<file path="src/rtl/dll_norm_sched.sv">
// Round-robin scheduler sharing one two-stage DLL priority encoder among
// NUM_CHAN discriminator channels; returns tagged, clamped MSB position and shift.
module dll_norm_sched #(
  parameter int NUM_CHAN  = 4,
  parameter int CHAN_BITS = 2,
  parameter int ENC_LAT   = 2
) (
  input  logic                     clk,
  input  logic                     reset,
  input  logic [NUM_CHAN-1:0]      req,
  input  logic [36*NUM_CHAN-1:0]   req_data,
  output logic [NUM_CHAN-1:0]      grant,
  output logic [35:0]              enc_in,
  input  logic [5:0]               enc_pos,
  output logic                     res_valid,
  output logic [CHAN_BITS-1:0]     res_chan,
  output logic [5:0]               res_pos,
  output logic [4:0]               res_shift,
  output logic                     res_err,
  output logic                     busy
);

  localparam logic [5:0] POS_MIN = 6'd10;
  localparam logic [5:0] POS_MAX = 6'd35;

  logic [CHAN_BITS-1:0]              rr;
  logic [CHAN_BITS-1:0]              win;
  logic                              win_vld;
  logic [CHAN_BITS-1:0]              rr_next;
  logic [ENC_LAT-1:0]                pipe_vld;
  logic [ENC_LAT-1:0][CHAN_BITS-1:0] pipe_chan;
  logic [5:0]                        pos_clamp;
  logic                              pos_bad;

  // First requester at or after rr wins; reset suppresses any grant.
  always_comb begin
    int unsigned idx;
    win     = '0;
    win_vld = 1'b0;
    idx     = 0;
    for (int unsigned i = 0; i < NUM_CHAN; i++) begin
      idx = 32'(rr) + i;
      if (idx >= NUM_CHAN) idx = idx - NUM_CHAN;
      if (!win_vld && req[CHAN_BITS'(idx)]) begin
        win_vld = 1'b1;
        win     = CHAN_BITS'(idx);
      end
    end
    if (reset) win_vld = 1'b0;
  end

  assign rr_next = (win == CHAN_BITS'(NUM_CHAN - 1)) ? '0 : win + 1'b1;

  always_comb begin
    grant = '0;
    if (win_vld) grant[win] = 1'b1;
  end

  always_comb begin
    enc_in = '0;
    for (int unsigned k = 0; k < NUM_CHAN; k++) begin
      enc_in = enc_in | ({36{grant[k]}} & req_data[36*k +: 36]);
    end
  end

  always_comb begin
    pos_bad   = (enc_pos < POS_MIN) || (enc_pos > POS_MAX);
    pos_clamp = enc_pos;
    if (enc_pos < POS_MIN) pos_clamp = POS_MIN;
    else if (enc_pos > POS_MAX) pos_clamp = POS_MAX;
  end

  // The res_* registers act as the final tag stage, aligned with enc_pos
  // arriving ENC_LAT cycles after issue.
  always_ff @(posedge clk) begin
    if (reset) begin
      rr        <= '0;
      pipe_vld  <= '0;
      pipe_chan <= '0;
      res_valid <= 1'b0;
      res_chan  <= '0;
      res_pos   <= POS_MIN;
      res_shift <= '0;
      res_err   <= 1'b0;
    end else begin
      if (win_vld) rr <= rr_next;
      if (ENC_LAT > 1) begin
        pipe_vld  <= {pipe_vld[ENC_LAT-2:0], win_vld};
        pipe_chan <= {pipe_chan[ENC_LAT-2:0], win};
      end else begin
        pipe_vld  <= win_vld;
        pipe_chan <= win;
      end
      res_valid <= pipe_vld[ENC_LAT-1];
      res_err   <= pipe_vld[ENC_LAT-1] && pos_bad;
      if (pipe_vld[ENC_LAT-1]) begin
        res_chan  <= pipe_chan[ENC_LAT-1];
        res_pos   <= pos_clamp;
        res_shift <= 5'(pos_clamp - POS_MIN);
      end
    end
  end

  assign busy = (|req) || (|pipe_vld) || res_valid;

endmodule

</file>
<file path="config.mk">
export PLATFORM = sky130hd
export DESIGN_NAME = dll_norm_sched
export DESIGN_NICKNAME = d
export VERILOG_FILES = /design/src/rtl/dll_norm_sched.sv
export SDC_FILE = /design/constraint.sdc
export NUM_CORES = 1
export LEC_CHECK = 0
export CORE_MARGIN = 2
export CORE_UTILIZATION = 25
export CTS_CLUSTER_DIAMETER = 200
export CTS_CLUSTER_SIZE = 8
export DETAILED_ROUTE_END_ITERATION = 8
export HOLD_SLACK_MARGIN = 0.05
export MAX_ROUTING_LAYER = met4
export PLACE_DENSITY = 0.86
export SKIP_LAST_GASP = 1
export SLEW_MARGIN = 0
export SYNTH_ARGS = -nofsm -noshare
export SYNTH_HDL_FRONTEND = slang
export SYNTH_SLANG_ARGS = --single-unit
</file>
<file path="constraint.sdc">
create_clock -name clk -period 2 [get_ports clk]
set_input_delay 0.3 -clock clk [delete_from_list [all_inputs] [get_ports clk]]
set_output_delay 0.3 -clock clk [all_outputs]
set_load 0.01 [all_outputs]
</file>
==> out/results.env <==
FILLER_CELL_COUNT=499
DIE_W_UM=90.1
AREA.SEQUENTIAL_SQ_UM=445
FP-ROW-COUNT=31
VIOLATIONS_IN_THE_FINAL_REPORTS='negative setup slack'
DETAIL_ROUTE.VIAS_PER_CELL=5.46
DP_CELLS=547
POST_SYNTH_INST_COUNT=236
TIMING.RR.END='rr[1]$_SDFFE_PP0N_'
HOLD_PATH.STARTPOINT='pipe_chan[0]$_SDFF_PP0_'
FIRSTDRTPASSITERS=4
AREA_GROWTH_SYN_TO_LAYOUT_PCT=185
CTS_TREE='yes'
SYNTH_TOP_FLOP_CELL='sky130_fd_sc_hd__dfxtp_1'
SYNTH.TOP_CELLS.BY_AREA='sky130_fd_sc_hd__a22oi_1 29%, sky130_fd_sc_hd__dfxtp_1 24%, sky130_fd_sc_hd__a21oi_1 12%'
CLOCK_TREE.BUFFER_DEPTH=2
CP-START-KIND='register'
ROUTE.ANTENNA.REMAINING_NETS=0
SETUP.WORST_PATH.START='rr[1]$_SDFFE_PP0N_'
PWR_DENSITY_CELL_nW_PER_UM2=580
NUMBER_OF_MAX_CAPACITANCE_VIOLATIONS_REPORTED=0
DESIGN_AREA_SQ_UM=5280
DETAIL_ROUTE.ITER0.VIOLATIONS=102
FINAL_MAX_SLEW_VIOL_COUNT=0
LEAKAGE_POWER_TOTAL_nW=1.98
IO_BUFFERS=211
GRT_USE_TOTAL_PCT=30.0
NETLIST_AREA_SQ_UM=1850
RSZ_0062_RAISED_AFTER_GLOBAL_ROUTING='true'
HOLD_VIOL_FINAL=0
SYNTH_TOP_AREA_SHARE_PCT=29.2
STATUS='finished, violations left'
POST_LAYOUT_NONFILLER_INSTANCES=592
TIMING.SLEW.HEADROOM_PCT=79.8
SETUP.WORST_PATH.END_CLASS='primary output'
WORST-SETUP-PATH-TYPE='reg2out'
REMAINING_DRC_ERRORS=0
VIA_COUNT_OF_THE_FIRST_GLOBAL_ROUTING_PASS=3367
FINALCRITICALPERIOD_PS=2550
TIMING.FINAL.WS_SETUP_PS=-554
DETAILEDPLACEMENTHPWL_UM=8090
CLOCK_LATENCY_PS=260
WORST-R2R-SETUP-SLACK_PS=370
CRITICAL_PATH.MOST_COMMON_CELL='sky130_fd_sc_hd__buf_6'
CTS.SINK_COUNT=22
ROUTEDWLPERCELL_UM=21.5
TIGHTEST_SLEW_PS=303
SKEW_PS=2.38
WORST_R2R_PATH_DEPTH=8
MULTI_INPUT_COMB_AREA_SQ_UM=1750
REPORT.FINAL.SETUP_VIOL=40
WORST_SETUP_HOLD_PATH_CLK_SLEW_PS=80
WORST_HOLD_PATH.NUM_CELLS=1
TIMING.CRITICAL_PATH.REQUIRED_PS=1700
CLOCKROOTBUFFER='sky130_fd_sc_hd__clkbuf_8'
CORE_AREA_SQ_UM=7210
MIN-DELAY-PATH-CLASS='reg2reg'
FLOORPLAN.INITIALDENSITY_PCT=25.7
BOUNDARYPINS=212
SYNTH_AREA_PER_CELL_SQ_UM=7.85
TOTAL_POWER_mW=3.06
SYNTH.NET_COUNT=397
YOSYS.AREA.TOP_TYPE='sky130_fd_sc_hd__a22oi_1'
YOSYS_REGISTER_BITS=22
NUMBER_OF_SYNTHESIZED_FLOPS_WITH_AN_ENABLE_PIN=0
GRT_FIRST_PASS_WIRELENGTH_UM=18900
GRT-OVFL-TOTAL=0
SLOWEST_DELAY_PS=370
DIE_AREA_SQ_UM=8110
POST-ROUTE-PERIOD-UTIL_PCT=128
SYNTHARSTFLOPSHARE_PCT=0
WORST_HOLD_PATH.ENDPOINT='pipe_chan[2]$_SDFF_PP0_'
CLOCK_TREE.HTREE_LEVEL_COUNT=1
DETAILROUTE.VIA_COUNT=3232
FINAL_NETS=655
REG2REG_FROM='rr[1]$_SDFFE_PP0N_'
CTS_INSERTED_BUFFERS=3
SYNTH_MOST_COMMON_CELL='sky130_fd_sc_hd__a22oi_1'
WORST-PATH-MAX-FANOUT=7
FMAXACHIEVABLE_MHz=392
SYNTH.LIB_CELLS_USED.DISTINCT=38
YOSYSSEQAREASHARE_PCT=23.8
POST_CTS_HOLD_BUFFER_COUNT=0
CRITICAL_PATH_ARRIVAL_PS=2250
ANTENNA_CELLS_INSERTED=0
INITIAL_ANTENNA_VIOLATION_COUNT=0
VDD_IR_DROP_MAX_V=0.000376
ROUTABILITYCONGESTION=0.908
SYNTH.CELLS.MOST_FREQUENT='72 x sky130_fd_sc_hd__a22oi_1, 44 x sky130_fd_sc_hd__a21oi_1, 22 x sky130_fd_sc_hd__dfxtp_1'
MAXIMUM_NUMBER_OF_PINS_ON_ONE_NET_BEFORE_GLOBAL_ROUTE_REPAIR=30
SHARE_OF_POST_ROUTE_CELLS_WITH_DRIVE_STRENGTH_ABOVE_1_PCT=44.6
CRIT_CHAIN='buf_6 -> buf_6 -> nor3b_4 -> buf_6 -> nor3_4 -> ha_4 -> buf_12 -> buf_12 -> buf_4 -> a22oi_2 -> a21oi_2 -> buf_2'
SYNTH-WARNING-COUNT=0
CP_SLOWEST_CELL='sky130_fd_sc_hd__dfxtp_4'
FINALWIRELENGTH_UM=12700
PLACEMENT.CELL_AREA_SQ_UM=4540
FLOORPLAN.DIE.HEIGHT_UM=90.1
## timing repair
item	4_1_cts	5_1_grt
cloned	9	3
gates resized for setup	210	32
setup buffers	22	7
endpoints found under the setup margin	41	41
pin swaps	42	38
## final cells by class
cell class | instances | share of cell area, %
well taps | 99 | 2.35
repair buffers | 279 | 54.3
multi-input cells | 183 | 33.2
clock inverters | 1 | 0.569
clock buffers | 3 | 0.782
inverters | 5 | 0.355
flip-flops and latches | 22 | 8.43
## flip-flops by register name (all words and copies together) (netlist names)
signal and count:
res_pos 6, pipe_chan 4, res_shift 4, pipe_vld 2, res_chan 2, rr 2, res_err 1, res_valid 1
## where the power goes
part           internal [mW]  leakage, nW  switching [mW]
clock                  0.267       0.0357           0.141
combinational           1.25         1.77           0.919
sequential             0.469        0.181          0.0168
total                   1.98         1.98            1.08
## through the flow
step | TNS, ps | hold WS [ps] | setup slack, ps | util, %
5_1_grt | -23530 | 466 | -658 | 73.2
3_5_place_dp | -37060 | 432 | -987 | 62.9
2_1_floorplan | -1370 | 414 | -68.3 | -
3_3_place_gp | -34910 | 420 | -942 | 62.9
6_report | -19650 | 451 | -554 | 73.2
4_1_cts | -18700 | 451 | -512 | 70.0
## cells in the final DEF, fill, tap and decap left out, types with 2 or more instances in the layout
| cell type | count |
|---|---|
| sky130_fd_sc_hd__dfxtp_1 | 20 |
| sky130_fd_sc_hd__buf_8 | 2 |
| sky130_fd_sc_hd__buf_6 | 16 |
| sky130_fd_sc_hd__a21oi_1 | 21 |
| sky130_fd_sc_hd__buf_16 | 8 |
| sky130_fd_sc_hd__and2_4 | 2 |
| sky130_fd_sc_hd__buf_4 | 31 |
| sky130_fd_sc_hd__ha_4 | 4 |
| sky130_fd_sc_hd__a211oi_1 | 2 |
| sky130_fd_sc_hd__nor3b_1 | 2 |
| sky130_fd_sc_hd__mux2i_1 | 4 |
| sky130_fd_sc_hd__and2_1 | 2 |
| sky130_fd_sc_hd__nand2b_1 | 7 |
| sky130_fd_sc_hd__inv_1 | 4 |
| sky130_fd_sc_hd__nor3_1 | 2 |
| sky130_fd_sc_hd__nor2b_1 | 4 |
| sky130_fd_sc_hd__clkdlybuf4s50_1 | 166 |
| sky130_fd_sc_hd__a21oi_2 | 23 |
| sky130_fd_sc_hd__o32ai_1 | 2 |
| sky130_fd_sc_hd__clkbuf_16 | 3 |
| sky130_fd_sc_hd__dlygate4sd2_1 | 2 |
| sky130_fd_sc_hd__buf_2 | 36 |
| sky130_fd_sc_hd__buf_12 | 10 |
| sky130_fd_sc_hd__a22oi_2 | 63 |
| sky130_fd_sc_hd__clkbuf_8 | 3 |
| sky130_fd_sc_hd__a22oi_1 | 9 |
| sky130_fd_sc_hd__o21a_1 | 2 |
| sky130_fd_sc_hd__nand2_1 | 2 |
| sky130_fd_sc_hd__nor2_1 | 8 |
## worst max-delay path, delay by kind of cell, from the launching register on
kind	cells	cell delay, ps
AOI/OAI and AO/OA	2	180
adders and majority gates	1	240
buffers and inverters	7	840
DFF	1	370
and+or+nand+nor	2	340
## layer usage
layer	vias up	part of all wire, %	GRT usage, %	wire (um)
met5	-	0	-	0
met4	0	3.0	7.56	381
met3	30	9.0	6.87	1140
met2	194	52	53.7	6580
met1	1554	36	33.6	4610
li1	1454	-	-	-
## cells by family after synthesis
| kind of cell | count (synthesis) | synth area share (%) |
|---|---|---|
| AOI/OAI and AO/OA | 134 | 49.3 |
| and+or+nand+nor | 39 | 12.3 |
| buffers and inverters | 31 | 8.51 |
| DFF | 22 | 23.8 |
| muxes | 5 | 2.70 |
| adders and majority gates | 5 | 3.38 |
## worst max-delay path by stage
| stage | to | slack [ps] | cells past startpoint |
|---|---|---|---|
| 2_1_floorplan | enc_in[10] | -70 | 9 |
| 3_3_place_gp | enc_in[10] | -940 | 9 |
| 3_5_place_dp | enc_in[27] | -990 | 9 |
| 4_1_cts | enc_in[21] | -510 | 12 |
| 5_1_grt | enc_in[35] | -660 | 12 |
| 6_report | enc_in[20] | -550 | 12 |
(Power assumes the default switching activity.)
